==> src/rtl/alu_writeback.sv <==
// alu_writeback: execute/writeback stage after the 16-bit ALU.
// Holds the architectural flag register, queues register-file writes in a
// small in-order buffer and exports a pending-destination mask for hazards.
// Build option: define ALU_WB_SKID_EN for a 2-entry buffer with a fully
// registered in_ready; otherwise a 1-entry buffer whose in_ready passes
// wb_ready through combinationally.
module alu_writeback (
  input  logic        clk,
  input  logic        rst_n,
  input  logic        in_valid,
  output logic        in_ready,
  input  logic [5:0]  in_cmd,
  input  logic [15:0] in_result,
  input  logic [15:0] in_rflag,
  input  logic        in_wen,
  input  logic [3:0]  in_dst,
  input  logic        flag_ld,
  input  logic [15:0] flag_ld_data,
  output logic [15:0] flag,
  output logic        wb_valid,
  input  logic        wb_ready,
  output logic [3:0]  wb_dst,
  output logic [15:0] wb_data,
  output logic [15:0] pending,
  output logic [15:0] retire_cnt
);

`ifdef ALU_WB_SKID_EN
  localparam int DEPTH = 2;
`else
  localparam int DEPTH = 1;
`endif

  // Only S, Z, C, O and P exist; every other flag bit reads as zero.
  localparam logic [15:0] FLAG_MASK  = 16'hF400;
  localparam logic [15:0] ARITH_MASK = 16'hF400;  // add/adc/sub/sbb
  localparam logic [15:0] LOGIC_MASK = 16'hC400;  // S, Z, P only
  localparam logic        LAST_PTR   = 1'(DEPTH - 1);

  // Storage is always two slots; with DEPTH=1 the pointers never leave slot 0
  // so slot 1 stays empty and invalid.
  logic [1:0]       count_q, count_d;
  logic             rd_ptr_q, rd_ptr_d, wr_ptr_q, wr_ptr_d;
  logic [1:0]       vld_q, vld_d;
  logic [1:0][3:0]  dst_q;
  logic [1:0][15:0] data_q;
  logic [15:0]      flag_q, flag_d, upd_mask;
  logic [15:0]      cnt_q;
  logic             accept, push, pop;

  function automatic logic nxt_ptr(input logic p);
    return (p == LAST_PTR) ? 1'b0 : p + 1'b1;
  endfunction

`ifdef ALU_WB_SKID_EN
  assign in_ready = (count_q < 2'd2);
`else
  assign in_ready = (count_q == 2'd0) || wb_ready;
`endif

  assign accept = in_valid && in_ready;
  assign push   = accept && in_wen;
  assign pop    = wb_valid && wb_ready;

  // Flag next state: cmd class selects which bits follow the ALU; flag_ld wins.
  always_comb begin
    upd_mask = LOGIC_MASK;
    if (in_cmd <= 6'd15)                          upd_mask = 16'h0000;
    else if (in_cmd >= 6'd26 && in_cmd <= 6'd29)  upd_mask = ARITH_MASK;
    flag_d = flag_q;
    if (accept) flag_d = (flag_q & ~upd_mask) | (in_rflag & upd_mask);
    if (flag_ld) flag_d = flag_ld_data & FLAG_MASK;
  end

  // Buffer pointer/count/valid next state; push after pop so a same-slot
  // push+pop (DEPTH=1 replace) leaves the slot valid.
  always_comb begin
    count_d  = count_q;
    if (push && !pop)      count_d = count_q + 2'd1;
    else if (pop && !push) count_d = count_q - 2'd1;
    rd_ptr_d = pop  ? nxt_ptr(rd_ptr_q) : rd_ptr_q;
    wr_ptr_d = push ? nxt_ptr(wr_ptr_q) : wr_ptr_q;
    vld_d    = vld_q;
    if (pop)  vld_d[rd_ptr_q] = 1'b0;
    if (push) vld_d[wr_ptr_q] = 1'b1;
  end

  // State registers; reset drops every buffered write.
  always_ff @(posedge clk or negedge rst_n) begin
    if (!rst_n) begin
      flag_q   <= '0;
      cnt_q    <= '0;
      count_q  <= '0;
      rd_ptr_q <= 1'b0;
      wr_ptr_q <= 1'b0;
      vld_q    <= '0;
      dst_q    <= '0;
      data_q   <= '0;
    end else begin
      flag_q   <= flag_d;
      count_q  <= count_d;
      rd_ptr_q <= rd_ptr_d;
      wr_ptr_q <= wr_ptr_d;
      vld_q    <= vld_d;
      if (accept) cnt_q <= cnt_q + 16'd1;
      if (push) begin
        dst_q[wr_ptr_q]  <= in_dst;
        data_q[wr_ptr_q] <= in_result;
      end
    end
  end

  // Hazard mask from registered slot state only.
  always_comb begin
    pending = '0;
    for (int i = 0; i < 2; i++)
      if (vld_q[i]) pending = pending | (16'h0001 << dst_q[i]);
  end

  assign wb_valid   = (count_q != 2'd0);
  assign wb_dst     = wb_valid ? dst_q[rd_ptr_q]  : 4'd0;
  assign wb_data    = wb_valid ? data_q[rd_ptr_q] : 16'd0;
  assign flag       = flag_q;
  assign retire_cnt = cnt_q;

endmodule
==> config.mk <==
export PLATFORM = sky130hd
export DESIGN_NAME = alu_writeback
export DESIGN_NICKNAME = d
export VERILOG_FILES = /design/src/rtl/alu_writeback.sv
export SDC_FILE = /design/constraint.sdc
export NUM_CORES = 1
export LEC_CHECK = 0
export CAP_MARGIN = 20
export CORE_MARGIN = 2
export CORE_UTILIZATION = 38
export CTS_CLUSTER_DIAMETER = 30
export DETAILED_ROUTE_END_ITERATION = 8
export GPL_TIMING_DRIVEN = 1
export PLACE_DENSITY = 0.86
export SLEW_MARGIN = 40
export SYNTH_ARGS = -nofsm -noshare
export SYNTH_HDL_FRONTEND = slang
export SYNTH_SLANG_ARGS = --single-unit
==> constraint.sdc <==
create_clock -name clk -period 2.4 [get_ports clk]
set_input_delay 0.24 -clock clk [delete_from_list [all_inputs] [get_ports clk]]
set_output_delay 0.24 -clock clk [all_outputs]
set_load 0.05 [all_outputs]
==> impl_metrics.json <==
{
  "synth.avg_cell_area_um2": 11.8,
  "cts_buffers": 5,
  "fin_cells": 378,
  "ir_drop_v": 0.000575,
  "reg2reg_slack_ns": 0.55,
  "status": "finished, final reports clean",
  "clkPwrFrac_pct": 15.6,
  "dpl.hpwl_um": 4010,
  "place_inst": 370,
  "cts_tree": "built",
  "synthMuxAreaShare_pct": 17.0,
  "vias_per_cell": 4.65,
  "worstRegToRegCells": 6,
  "drt_iter0_drc": 24,
  "p_int_mw": 2.23,
  "routed_wl_um": 5180,
  "htree_levels": 2,
  "yosys_warnings": 0,
  "post-route-util_pct": 58.0,
  "period_minus_slack_ns": 2.24,
  "antenna_found_initial": 0,
  "grtUsageTotal_pct": 15.8,
  "p_sw_mw": 2.00,
  "critPathArrivalTime_ns": 2.00,
  "dieArea_um2": 6850,
  "placementRows": 28,
  "antennaDiodeCount": 0,
  "cts.reportedPaths.clkPinSlew_ns": 0.08,
  "grt.overflow.total": 0,
  "synth-edff-count": 0,
  "power.share.switching_pct": 47.2,
  "cts_root_buf": "clkbuf_8",
  "setup_tns_ns": 0,
  "cp-end-kind": "output pin",
  "relSlewSlack_pct": 63.5,
  "ant_nets": 0,
  "final_nets": 370,
  "yosysUniqueCellTypes": 33,
  "drive_above_1_share_pct": 24.8,
  "critPathRequiredTime_ns": 2.16,
  "hold_viol_final": 0,
  "area_delta_synth_final_pct": 46.5,
  "die_w_um": 82.8,
  "rsz0062_at_grt": "false",
  "seqPwrFrac_pct": 28.2,
  "clock_skew_ns": 0.00406,
  "powerDensity_nw_per_um2": 1230,
  "avgRoutedWirePerCell_um": 13.7,
  "post_synth_inst_count": 200,
  "combPwrFrac_pct": 56.2,
  "crit_fanout": 6,
  "slew_violations": 0,
  "synthAdderAreaFrac_pct": 1.59,
  "setup_viol": 0,
  "first_pass_iters": 4,
  "min_path_type": "in2async",
  "grt_pass1_wl_um": 8200,
  "synth_xor_area_share_pct": 7.06,
  "clk_path_buf_depth": 2,
  "nFillCells": 538,
  "io_pins": 134,
  "synth_top_family_by_area": "simple AND/OR/NAND/NOR gates",
  "grt_max_degree": 45,
  "fmax_mhz": 446,
  "drcViolationCount": 0,
  "synth_seq_cells": 44,
  "leakagePower_nw": 1.57,
  "vias": 1757,
  "cts_sinks": 44,
  "maxCapViolCount": 0,
  "die_h_um": 82.8,
  "synth_ff_type": "dfrtp_1",
  "start_util_pct": 39.6,
  "async_reset_ff_share_pct": 100,
  "yosysSeqAreaShare_pct": 46.7,
  "gp_congestion": 0.719,
  "io_buffer_count": 99,
  "fin_crit_sh_pct": 93.4,
  "clk_latency_ns": 0.29,
  "whs_ns": 0.473,
  "worst_pin_slew_ns": 0.548,
  "synthSimpleGateAreaFrac_pct": 19.9,
  "setup.worst_path.class": "reg2out",
  "synth-compound-area-share_pct": 1.80,
  "start_kind": "flip-flop",
  "grt_pass1_vias": 1828,
  "core_region_area_um2": 5960,
  "syn_area_um2": 2360
}
[power by group through the flow]
stage	Sequential, mW	Combinational (mW)	Clock [mW]
3_5_place_dp	1.20	2.39	0
6_report	1.19	2.38	0.661
4_1_cts	1.19	2.40	0.685
3_3_place_gp	1.19	2.36	0
2_1_floorplan	1.42	1.47	0
5_1_grt	1.23	2.50	0.714
[worst max-delay path: stages (launching register included)]
cell	delay, ns
dfrtp_1	0.43
nand3b_1	0.26
nor3_1	0.18
clkdlybuf4s50_1	0.83
[final cells by class]
type	count	area, um2	share of cell area [%]
well taps	75	93.8	2.72
inverters	3	16.3	0.471
clock buffers	5	68.8	1.99
clock inverters	2	60.1	1.74
flip-flops and latches	44	1100	31.9
multi-input cells	146	1160	33.5
repair buffers	103	956	27.7
[cells by family (layout without fill, tap and decap cells)]
kind of cell / Yosys count / count (layout)
adder cells (fa/ha/maj): 3 / 3
buffers and inverters: 20 / 113
XOR/XNOR: 19 / 19
other: 1 / 11
AND/OR/NAND/NOR: 80 / 80
multiplexers: 30 / 30
AO/OA/AOI/OAI: 3 / 3
flip-flops: 44 / 44
[sequential cells by signal, indices dropped and copies added (netlist names)]
register    cells
vld_q           1
data_q         16
dst_q           4
retire_cnt     16
count_q         2
flag            5
[metrics by stage]
| step | worst slack (ns) | total power, mW | instance area [um2] |
|---|---|---|---|
| 2_1_floorplan | 0.202 | 2.89 | 2390 |
| 3_3_place_gp | 0.255 | 3.55 | 3310 |
| 3_5_place_dp | 0.214 | 3.60 | 3310 |
| 4_1_cts | 0.142 | 4.28 | 3450 |
| 5_1_grt | 0.0713 | 4.45 | 3450 |
| 6_report | 0.158 | 4.23 | 3450 |
[cell usage after synthesis, types with 2 or more instances]
cell,number,area (um2)
nor2_1,16,60.1
mux2_2,11,124
nor3_1,4,20.0
buf_4,11,82.6
nand2b_1,2,12.5
xnor2_1,12,105
nand3b_1,2,15.0
mux2_4,17,255
clkbuf_1,4,15.0
nor2b_1,20,125
nand4_1,2,12.5
xor2_1,7,61.3
buf_6,2,22.5
ha_1,3,37.5
mux2_1,2,22.5
nand2_1,14,52.6
dfrtp_1,44,1100
and3_1,4,25.0
nand3_1,7,35.0
inv_1,2,7.51
nor4b_4,2,47.6
[layer usage]
| metal | GRT usage (%) | routed length [um] | vias up |
|---|---|---|---|
| met5 | 0 | 0 | - |
| met4 | 4.59 | 59 | 0 |
| met3 | 5.87 | 501 | 9 |
| met2 | 28.9 | 2670 | 79 |
| met1 | 16.8 | 1950 | 827 |
| li1 | - | - | 842 |
[final timing paths]
check | startpoint | end
max | dst_q[2]$_DFFE_PN0P_ | pending[1]
min | rst_n | retire_cnt[3]$_DFFE_PN0P_
max reg2reg | count_q[0]$_DFFE_PN0P_ | data_q[1]$_DFFE_PN0P_
min reg2reg | retire_cnt[15]$_DFFE_PN0P_ | retire_cnt[15]$_DFFE_PN0P_
max in group asynchronous | rst_n | data_q[5]$_DFFE_PN0P_
min in group clk | retire_cnt[15]$_DFFE_PN0P_ | retire_cnt[15]$_DFFE_PN0P_
[what timing repair did]
action                                  in CTS  in global routing
endpoints found under the hold margin       44                  0
hold buffers                                 1                  0
endpoints found under the setup margin       0                  0
resized for setup                            0                  0
buffers inserted                             0                  0
[cells in the final DEF (no fill, tap or decap), drive strengths merged, types with 4 or more instances in the layout]
master,n
and3,4
buf,30
clkbuf,5
clkdlybuf4s50,72
conb,11
dfrtp,44
mux2,30
nand2,16
nand3,7
nor2,16
nor2b,20
nor3,4
xnor2,12
xor2,7
Power figures use the tool's default switching activity.
